File: src/rtl/m21_rr_arbiter.sv
// Round-robin arbiter for two requesters sharing one registered valid/ready output stage.
// Drives the 2:1 mux select and caps each grant at MAX_BURST words while the other side waits.
//
// state | meaning
// IDLE  | no grant; arbitration bubble before the next grant
// GNT0  | requester 0 owns the output channel, sel=0
// GNT1  | requester 1 owns the output channel, sel=1
module m21_rr_arbiter #(
    parameter int WIDTH     = 8,
    parameter int MAX_BURST = 4
) (
    input  logic             clk,
    input  logic             rst_n,
    input  logic             req0_valid,
    input  logic [WIDTH-1:0] req0_data,
    output logic             req0_ready,
    input  logic             req1_valid,
    input  logic [WIDTH-1:0] req1_data,
    output logic             req1_ready,
    output logic             out_valid,
    output logic [WIDTH-1:0] out_data,
    input  logic             out_ready,
    output logic             sel,
    output logic             busy
);

    typedef enum logic [1:0] {
        IDLE = 2'd0,
        GNT0 = 2'd1,
        GNT1 = 2'd2
    } state_t;

    localparam logic [3:0] BURST_LAST = 4'(MAX_BURST - 1);

    state_t     state;
    state_t     state_nxt;
    logic       last_grant;
    logic [3:0] burst_cnt;
    logic       can_accept;
    logic       accept;
    logic       burst_done;
    logic       grant_entry;

    assign can_accept  = !out_valid || out_ready;
    assign accept      = (req0_valid && req0_ready) || (req1_valid && req1_ready);
    assign burst_done  = accept && (burst_cnt == BURST_LAST);
    assign grant_entry = (state_nxt != state) && (state_nxt != IDLE);

    always_ff @(posedge clk or negedge rst_n) begin
        if (!rst_n) begin
            state      <= IDLE;
            last_grant <= 1'b1;
            burst_cnt  <= 4'd0;
            sel        <= 1'b0;
        end else begin
            state <= state_nxt;
            if (grant_entry) begin
                last_grant <= (state_nxt == GNT1);
                sel        <= (state_nxt == GNT1);
                burst_cnt  <= 4'd0;
            end else if (burst_done) begin
                // sole requester: start a fresh burst without leaving the grant
                burst_cnt <= 4'd0;
            end else if (accept) begin
                burst_cnt <= burst_cnt + 4'd1;
            end
        end
    end

    always_comb begin
        state_nxt = state;
        case (state)
            IDLE: begin
                if (req0_valid && req1_valid) begin
                    state_nxt = last_grant ? GNT0 : GNT1;
                end else if (req0_valid) begin
                    state_nxt = GNT0;
                end else if (req1_valid) begin
                    state_nxt = GNT1;
                end
            end
            GNT0: begin
                if (burst_done || !req0_valid) begin
                    if (req1_valid) begin
                        state_nxt = GNT1;
                    end else if (!burst_done) begin
                        state_nxt = IDLE;
                    end
                end
            end
            GNT1: begin
                if (burst_done || !req1_valid) begin
                    if (req0_valid) begin
                        state_nxt = GNT0;
                    end else if (!burst_done) begin
                        state_nxt = IDLE;
                    end
                end
            end
            default: state_nxt = IDLE;
        endcase
    end

    always_comb begin
        req0_ready = (state == GNT0) && can_accept;
        req1_ready = (state == GNT1) && can_accept;
        busy       = (state != IDLE) || out_valid;
    end

    always_ff @(posedge clk or negedge rst_n) begin
        if (!rst_n) begin
            out_valid <= 1'b0;
            out_data  <= '0;
        end else if (accept) begin
            out_valid <= 1'b1;
            out_data  <= sel ? req1_data : req0_data;
        end else if (out_valid && out_ready) begin
            out_valid <= 1'b0;
        end
    end

endmodule

File: config.mk
export PLATFORM = sky130hd
export DESIGN_NAME = m21_rr_arbiter
export DESIGN_NICKNAME = d
export VERILOG_FILES = /design/src/rtl/m21_rr_arbiter.sv
export SDC_FILE = /design/constraint.sdc
export NUM_CORES = 1
export LEC_CHECK = 0
export CORE_MARGIN = 3
export CORE_UTILIZATION = 40
export CTS_CLUSTER_DIAMETER = 120
export DETAILED_ROUTE_END_ITERATION = 8
export PLACE_DENSITY_LB_ADDON = 0.1
export SLEW_MARGIN = 5
export SYNTH_ARGS = -nofsm -noshare
export SYNTH_HDL_FRONTEND = slang
export SYNTH_SLANG_ARGS = --single-unit
File: constraint.sdc
create_clock -name clk -period 1.51 [get_ports clk]
set_input_delay 0.302 -clock clk [delete_from_list [all_inputs] [get_ports clk]]
set_output_delay 0.302 -clock clk [all_outputs]
set_load 0.01 [all_outputs]
==> parameters.txt, run 1 <==
Parameter                              Value

Layout
  Number of antenna diodes ... 0
  Layout cells sized above 1 ... 0.380
  Net count of the finished layout ... 194
  Non-filler instance count after layout ... 199
  Area growth, synth to finish ... 74.1%
  Total of fill cells in the finished design ... 158

Synth
  Synth top area share ... 0.399
  Compound-Gate Fraction of Synth Area ... 0.199
  Synthesized net count ... 131
  Adder-cell share of the synthesized area ... 0.0125
  Top cells by area in the synthesized netlist ... dfrtp_1, mux2i_1, nand2_1
  Synthesized instance count ... 109
  Share of the yosys chip area belonging to registers ... 0.425
  Synth Cell Area ... 1000 um2
  Area fraction in and, or, nand and nor cells after synthesis ... 0.213
  Share of synthesized registers carrying an async set or reset ... 1.00
  Parity-gate share of the synthesized area counting xor and xnor cells ... 0
  Primary flip-flop cell chosen by synthesis mapping ... dfrtp_1
  Portion of netlist area occupied by mux cells ... 0.0996
  Number of warning messages in the yosys log ... 0
  Average cell area after synthesis ... 9.22 um2
  Synthesized flop and latch total ... 17
  Largest family of logic cells by synthesized area ... simple AND/OR/NAND/NOR gates
  Number of distinct library cells after synthesis ... 37
  Post-synthesis cell type with the largest combined area ... dfrtp_1
  EDFF count, synth ... 0

Global route
  Antenna violations before repair ... 0
  Wire length of the first global-routing pass ... 4600 um
  Largest net degree at the start of global routing ... 18
  GR Util All Layers ... 0.185
  Grt ovf ... 0
  Via count of the first global-routing pass ... 941

Floorplanning
  Top Ports ... 34
  Initial cell density of the core ... 0.437
  Floorplan core area ... 2300 um2
  Width of the die ... 56.1 um
  Area of the die ... 3150 um2
  Overall die height ... roughly 56 um
  Num rows ... 17

Critical path
  Data required time of the worst path ... ~1.7 ns
  Crit path largest cell delay ... 0.41 ns
  Worst reg-to-reg setup slack ... -0.05 ns
  Critical path destination ... burst_cnt[3]
  Sort of element at the start of the critical path ... flip-flop
  Path depth of the worst reg2reg path ... 6
  Critical Setup Path Class ... reg -> reg
  Cell type of the slowest stage on the worst timing path ... dfrtp_1
  Data arrival time of the critical path ... 1.79 ns
  Max FO, Critical Path ... 4
  Cells traversed along the worst timing path ... buf_6 -> buf_6 -> and3b_2 -> o21ai_4 -> or3_1 -> a21oi_1
  R2R Path End ... burst_cnt[3]
  Critical path launch point ... state[1]
  Critical path endpoint category ... flip-flop
  Startpoint of the most critical register-to-register path ... state[1]
  CP dominant cell by count ... buf_6

Routing
  DRC viols ... 0
  Number of detailed-route iterations in the first pass ... 4
  Number of DRC markers after the initial detailed-route iteration ... 31
  Wire length after detailed routing ... 3000 um
  Average wire per standard cell ... 15.1 um
  Avg Vias per Cell ... 5.23
  Count of nets left with antenna violations after detail routing ... 0
  Vias ... 1041

Flow run
  Total of max-cap violations ... 0

Power and ir drop
  Total power draw ... 2.15 mW
  Leak pwr ... around 0.89 nW
  Largest voltage drop on the vdd net ... about 0.76 mV
  Areal power density over the cells ... 1230 nW/um2

Clock tree
  Clk Latency, worst-skew pair ... about 0.3 ns
  CTS tree ... yes
  Clock net sink count ... 17
  Cts-stage hold buffer count ... 0
  Root buffer cell ... clkbuf_4
  Max H-tree Level ... 1
  Number of buffers on the longest clock path ... 2
  Number of buffers inserted during clock tree synthesis ... 3
  Clk pin slew, worst setup/hold paths ... 0.10 ns

Hold path
  Path class of the lowest-slack min-delay path ... in -> async

Status
  Status ... finished, violations left
  Violated checks ... negative setup slack

Timing
  Setup slack after layout ... -0.0479 ns
  Total count of max-transition violations in the final report ... 0
  Final-layout worst hold slack ... about 0.33 ns
  Final worst clock skew ... 0.00221 ns
  Setup repair after global routing missed its margin ... yes
  Maximum achievable frequency ... 642 MHz
  Tcrit/Tclk final ... 1.03
  Post-route setup TNS ... -0.195 ns
  Final hold violation count ... 0
  Worst-margin pin slew ... 0.430 ns
  Fin crit period ... 1.56 ns
  Final Setup Violations ... 8
  Relative slew slack ... 0.710

Place
  Number of buffer cells added on primary ports ... 33
  Cells after DPL ... about 180
  Weighted congestion reported at the end of routability-driven placement ... ~0.9
  Post-detail-place hpwl ... 1900 um
## cell usage after synthesis (all sizes together), types with 2 or more instances
master and number:
a211oi 2, a21oi 6, and3b 2, buf 6, dfrtp 16, inv 2
mux2i 10, nand2 20, nand2b 2, nand3 2, nor2 5, nor2b 3
o21ai 13, or3 3
## state kept, by name, summed over array words and instances (netlist names)
signal      cells
sel             1
state           2
burst_cnt       4
last_grant      1
out_data        8
out_valid       1
## metal layers
layer / vias up / track usage / part of all wire
met4: 0 / 0.105 / 0.024
met5: - / 0 / 0
met1: 486 / 0.244 / 0.44
met3: 6 / 0.0487 / 0.051
met2: 31 / 0.272 / 0.48
li1: 518 / - / -
## layout by cell type (no fill, tap or decap), types with 2 or more instances in the layout
master | netlist | routed
buf_4 | 2 | 23
clkdlybuf4s50_1 | 0 | 20
dfrtp_1 | 16 | 16
nand2_1 | 19 | 14
mux2i_1 | 10 | 10
dlymetal6s2s_1 | 0 | 8
buf_6 | 1 | 7
nand2_2 | 1 | 6
o21ai_0 | 12 | 5
nor2_1 | 5 | 4
o21ai_2 | 1 | 4
a21oi_1 | 6 | 4
or3_1 | 3 | 3
o21ai_1 | 0 | 3
clkbuf_4 | 0 | 3
buf_2 | 2 | 3
nor2b_1 | 3 | 2
nand3_1 | 2 | 2
a21oi_2 | 0 | 2
and3b_2 | 1 | 2
dlygate4sd2_1 | 0 | 2
## repair_timing
item                       4_1_cts  5_1_grt
resized for setup               24       37
setup buffers                    3        9
setup endpoints to repair        8       27
pin swaps                        5       10
cloned                           0        1
hold endpoints to repair         0        0
## stage by stage
stage / setup slack, ns / area, um2 / utilization
finish: -0.0479 / 1750 / 0.761
global placement: -0.348 / 1470 / 0.639
floorplan: 0.0777 / 1000 / -
CTS: -0.0350 / 1550 / 0.676
detailed placement: -0.383 / 1470 / 0.639
global route: -0.111 / 1750 / 0.761
## power by group
group / total [mW] / switching [mW] / internal [mW]
Clock: 0.250 / 0.151 / 0.0987
Combinational: 1.18 / 0.524 / 0.655
Sequential: 0.725 / 0.110 / 0.615
Total: 2.15 / 0.785 / 1.37
## how the worst min path moves through the flow
stage                start           end  slack (ns)
5_1_grt              rst_n   out_data[5]        0.32
3_5_place_dp   out_data[3]   out_data[3]        0.48
6_report             rst_n   out_data[5]        0.33
2_1_floorplan        rst_n  burst_cnt[0]       0.006
4_1_cts              rst_n   out_data[5]        0.32
3_3_place_gp   out_data[5]   out_data[5]        0.46
## logic make-up (layout without fill, tap and decap cells)
| logic type | count (synthesis) | after routing |
|---|---|---|
| simple gates | 41 | 41 |
| compound gates | 31 | 31 |
| flops | 17 | 17 |
| mux | 10 | 10 |
| buf+inv | 9 | 71 |
| fa+ha+maj | 1 | 1 |
## critical path, delay by kind of cell (launching register included)
| family | cells | cell delay [ns] |
|---|---|---|
| simple gates | 2 | 0.63 |
| flops | 1 | 0.41 |
| buf+inv | 2 | 0.24 |
| compound gates | 2 | 0.22 |
## area by class of cell
| class | instances | area (um2) | area share |
|---|---|---|---|
| clock buffers | 3 | 22.5 | 0.0129 |
| repair buffers | 65 | 624 | 0.357 |
| inverters | 2 | 7.51 | 0.00429 |
| clock inverters | 1 | 5.00 | 0.00286 |
| multi-input cells | 83 | 628 | 0.359 |
| flip-flops and latches | 17 | 427 | 0.244 |
| well taps | 28 | 35.0 | 0.0200 |
(Power assumes the default switching activity.)
==> inputs of run 2 (changes only) <==
--- a/config.mk
+++ b/config.mk
@@ -6,7 +6,7 @@
 export NUM_CORES = 1
 export LEC_CHECK = 0
 export CORE_MARGIN = 3
-export CORE_UTILIZATION = 40
+export CORE_UTILIZATION = 48
 export CTS_CLUSTER_DIAMETER = 120
 export DETAILED_ROUTE_END_ITERATION = 8
 export PLACE_DENSITY_LB_ADDON = 0.1
==> constraint.sdc (replaced) <==
create_clock -name clk -period 1.84 [get_ports clk]
set_input_delay 0.368 -clock clk [delete_from_list [all_inputs] [get_ports clk]]
set_output_delay 0.368 -clock clk [all_outputs]
set_load 0.01 [all_outputs]
==> run 2 against run 1 <==
  * The flow now finishes without violations
  * Critical endpoint is now req0_ready
  * Largest cell class unchanged
  * Largest power group unchanged
  * Critical path type is now in -> out
  * Count of clock-buffer cells in the layout is the same
  * Sequential power shrank 19%
  * Highest routed layer unchanged
  * Die area is 15% lower
==> parameters.txt, run 2 (synthesis gave the netlist of run 1 again) <==
Parameter                              Value

Clock tree
  CTS tree ... yes
  Clk pin slew, worst setup/hold paths ... 0.11 ns (about the same)
  Cts-stage hold buffer count ... 0 (unchanged)
  Number of buffers inserted during clock tree synthesis ... 3 (unchanged)
  Number of buffers on the longest clock path ... 2 (unchanged)
  Root buffer cell ... clkbuf_4
  Max H-tree Level ... 1 (unchanged)
  Clk Latency, worst-skew pair ... 0.30 ns (about the same)
  Number of resized instances in the post-cts repair step ... 3 (-88%)
  Clock net sink count ... 17 (unchanged)
  Number of buffers added for setup after CTS ... 0 (-3)

Place
  Cells after DPL ... 173 (-4.9%)
  Weighted congestion reported at the end of routability-driven placement ... 0.805 (-10%)
  Number of buffer cells added on primary ports ... 33 (unchanged)
  Post-detail-place hpwl ... 2000 um (+5.0%)
  Post-DP Area ... 1420 um2 (-3.3%)

Floorplanning
  Floorplan core area ... 1840 um2 (-20%)
  Top Ports ... 34 (unchanged)
  Num rows ... 15 (-2)
  Area of the die ... 2680 um2 (-15%)
  Overall die height ... 51.8 um (-7.8%)
  Width of the die ... 51.8 um (-7.8%)
  Initial cell density of the core ... 0.546 (+0.109)

Critical path
  Critical Setup Path Class ... in -> out
  Path depth of the worst reg2reg path ... 5 (-1)
  Max FO, Critical Path ... 2 (-2)
  Sort of element at the start of the critical path ... input pin
  Critical path endpoint category ... output port
  Worst reg-to-reg setup slack ... 0.14 ns (+0.19 ns)
  Data arrival time of the critical path ... 1.40 ns (-0.39 ns)
  Data required time of the worst path ... 1.47 ns (-0.27 ns)

Layout
  Total of fill cells in the finished design ... 131 (-17%)
  Non-filler instance count after layout ... 177 (-11%)
  Utilization of the core after routing ... 0.785 (+0.0236)
  Layout cells sized above 1 ... 0.158 (-0.222)
  Cell area after layout ... 1440 um2 (-17%)
  Area growth, synth to finish ... 43.7%
  Most used cells in the layout excluding fill and tap cells ... clkdlybuf4s50_1, nand2_1, dfrtp_1, buf_4, o21ai_0
  Largest register by flop count ... out_data
  Top flop regs ... out_data x8, burst_cnt x4, state x2
  Number of antenna diodes ... 0 (unchanged)
  Number of flip-flops under the largest register name ... 8 (unchanged)
  Commonest non-fill, non-tap cell in the layout ... clkdlybuf4s50_1
  Net count of the finished layout ... 175 (-9.8%)

Routing
  Number of DRC markers after the initial detailed-route iteration ... 13 (-58%)
  Number of detailed-route iterations in the first pass ... 6 (+2)
  Count of nets left with antenna violations after detail routing ... 0 (unchanged)
  Avg Vias per Cell ... 5.41 (+3.5%)
  Wire length after detailed routing ... 2470 um (-18%)
  DRC viols ... 0 (unchanged)
  Vias ... 958 (-8.0%)
  Average wire per standard cell ... 14.0 um (-7.4%)

Flow run
  Total of max-cap violations ... 0 (unchanged)

Hold path
  Path class of the lowest-slack min-delay path ... in -> async

Timing
  Relative slew slack ... 0.776 (+0.0652)
  Maximum achievable frequency ... 565 MHz
  Final worst clock skew ... 0.0102 ns (+0.00799 ns)
  Fin crit period ... around 1.8 ns
  Final Setup Violations ... 0 (-8)
  Final-layout worst hold slack ... 0.303 ns (-0.0219 ns)
  Setup repair after global routing missed its margin ... no
  Total count of max-transition violations in the final report ... 0 (unchanged)
  Worst-margin pin slew ... 0.336 ns (-0.0939 ns)
  Tcrit/Tclk final ... 0.963
  Final hold violation count ... 0 (unchanged)

Global route
  Grt ovf ... 0 (unchanged)
  Via count of the first global-routing pass ... 963 (+2.3%)
  Largest net degree at the start of global routing ... 17 (-1)
  Antenna violations before repair ... 0 (unchanged)
  GR Util All Layers ... 0.208 (+0.0225)
  Wire length of the first global-routing pass ... 4110 um (-11%)

Status
  Status ... finished clean

Power and ir drop
  Total power draw ... 1.55 mW (-28%)
  Leak pwr ... 0.662 nW (-25%)
  Largest voltage drop on the vdd net ... 0.763 mV (+0.26%)
  Areal power density over the cells ... 1070 nW/um2 (-13%)
## run 2: cell types whose count changed in the layout (fill, tap and decap cells not counted), moves of 2 or more
cell | previous run | this run
nand2_1 | 14 | 19
nand2_2 | 6 | 1
clkdlybuf4s50_1 | 20 | 30
o21ai_1 | 3 | 0
a21oi_1 | 4 | 6
buf_2 | 3 | 0
buf_6 | 7 | 0
o21ai_2 | 4 | 1
o21ai_0 | 5 | 12
dlymetal6s2s_1 | 8 | 0
a21oi_2 | 2 | 0
buf_4 | 23 | 13
## run 2: worst paths after layout
path | to | start
worst max register to register | burst_cnt[3] | burst_cnt[0]
worst min register to register | out_data[4] | out_data[4]
worst min-delay path | state[1] | rst_n
min in group clk | out_data[4] | out_data[4]
max in group asynchronous | burst_cnt[0] | rst_n
worst max-delay path | req0_ready | out_ready
## run 2: layout make-up
| type | instances | area [um2] | area share |
|---|---|---|---|
| Timing Repair Buffer | 46 | 424 | 0.294 |
| Clock inverter | 1 | 5.00 | 0.00347 |
| Inverter | 2 | 7.51 | 0.00520 |
| Multi-Input combinational cell | 83 | 527 | 0.365 |
| Sequential cell | 17 | 427 | 0.295 |
| Clock buffer | 3 | 22.5 | 0.0156 |
| Tap cell | 25 | 31.3 | 0.0217 |
## run 2: critical path: stages
cell	delay, ns
clkdlybuf4s50_1	0.42
nand2b_1	0.16
and3_1	0.18
dlygate4sd2_1	0.28
## run 2: metrics by stage
step           setup WS (ns)  setup TNS (ns)
5_1_grt              0.00399               0
3_5_place_dp          -0.194          -0.445
6_report              0.0687               0
4_1_cts               0.0565               0
2_1_floorplan          0.408               0
3_3_place_gp          -0.154          -0.259
## run 2: routing by layer
metal	wire length [um]	part of all wire	global-route usage
met1	1060	0.43	0.238
met2	1250	0.50	0.367
met3	104	0.042	0.0401
met4	63	0.025	0.100
met5	0	0	0
## run 2: where the power goes
part	internal, mW	total (mW)	switching, mW
Clock	0.0811	0.209	0.128
Sequential	0.504	0.587	0.0826
Combinational	0.419	0.754	0.334
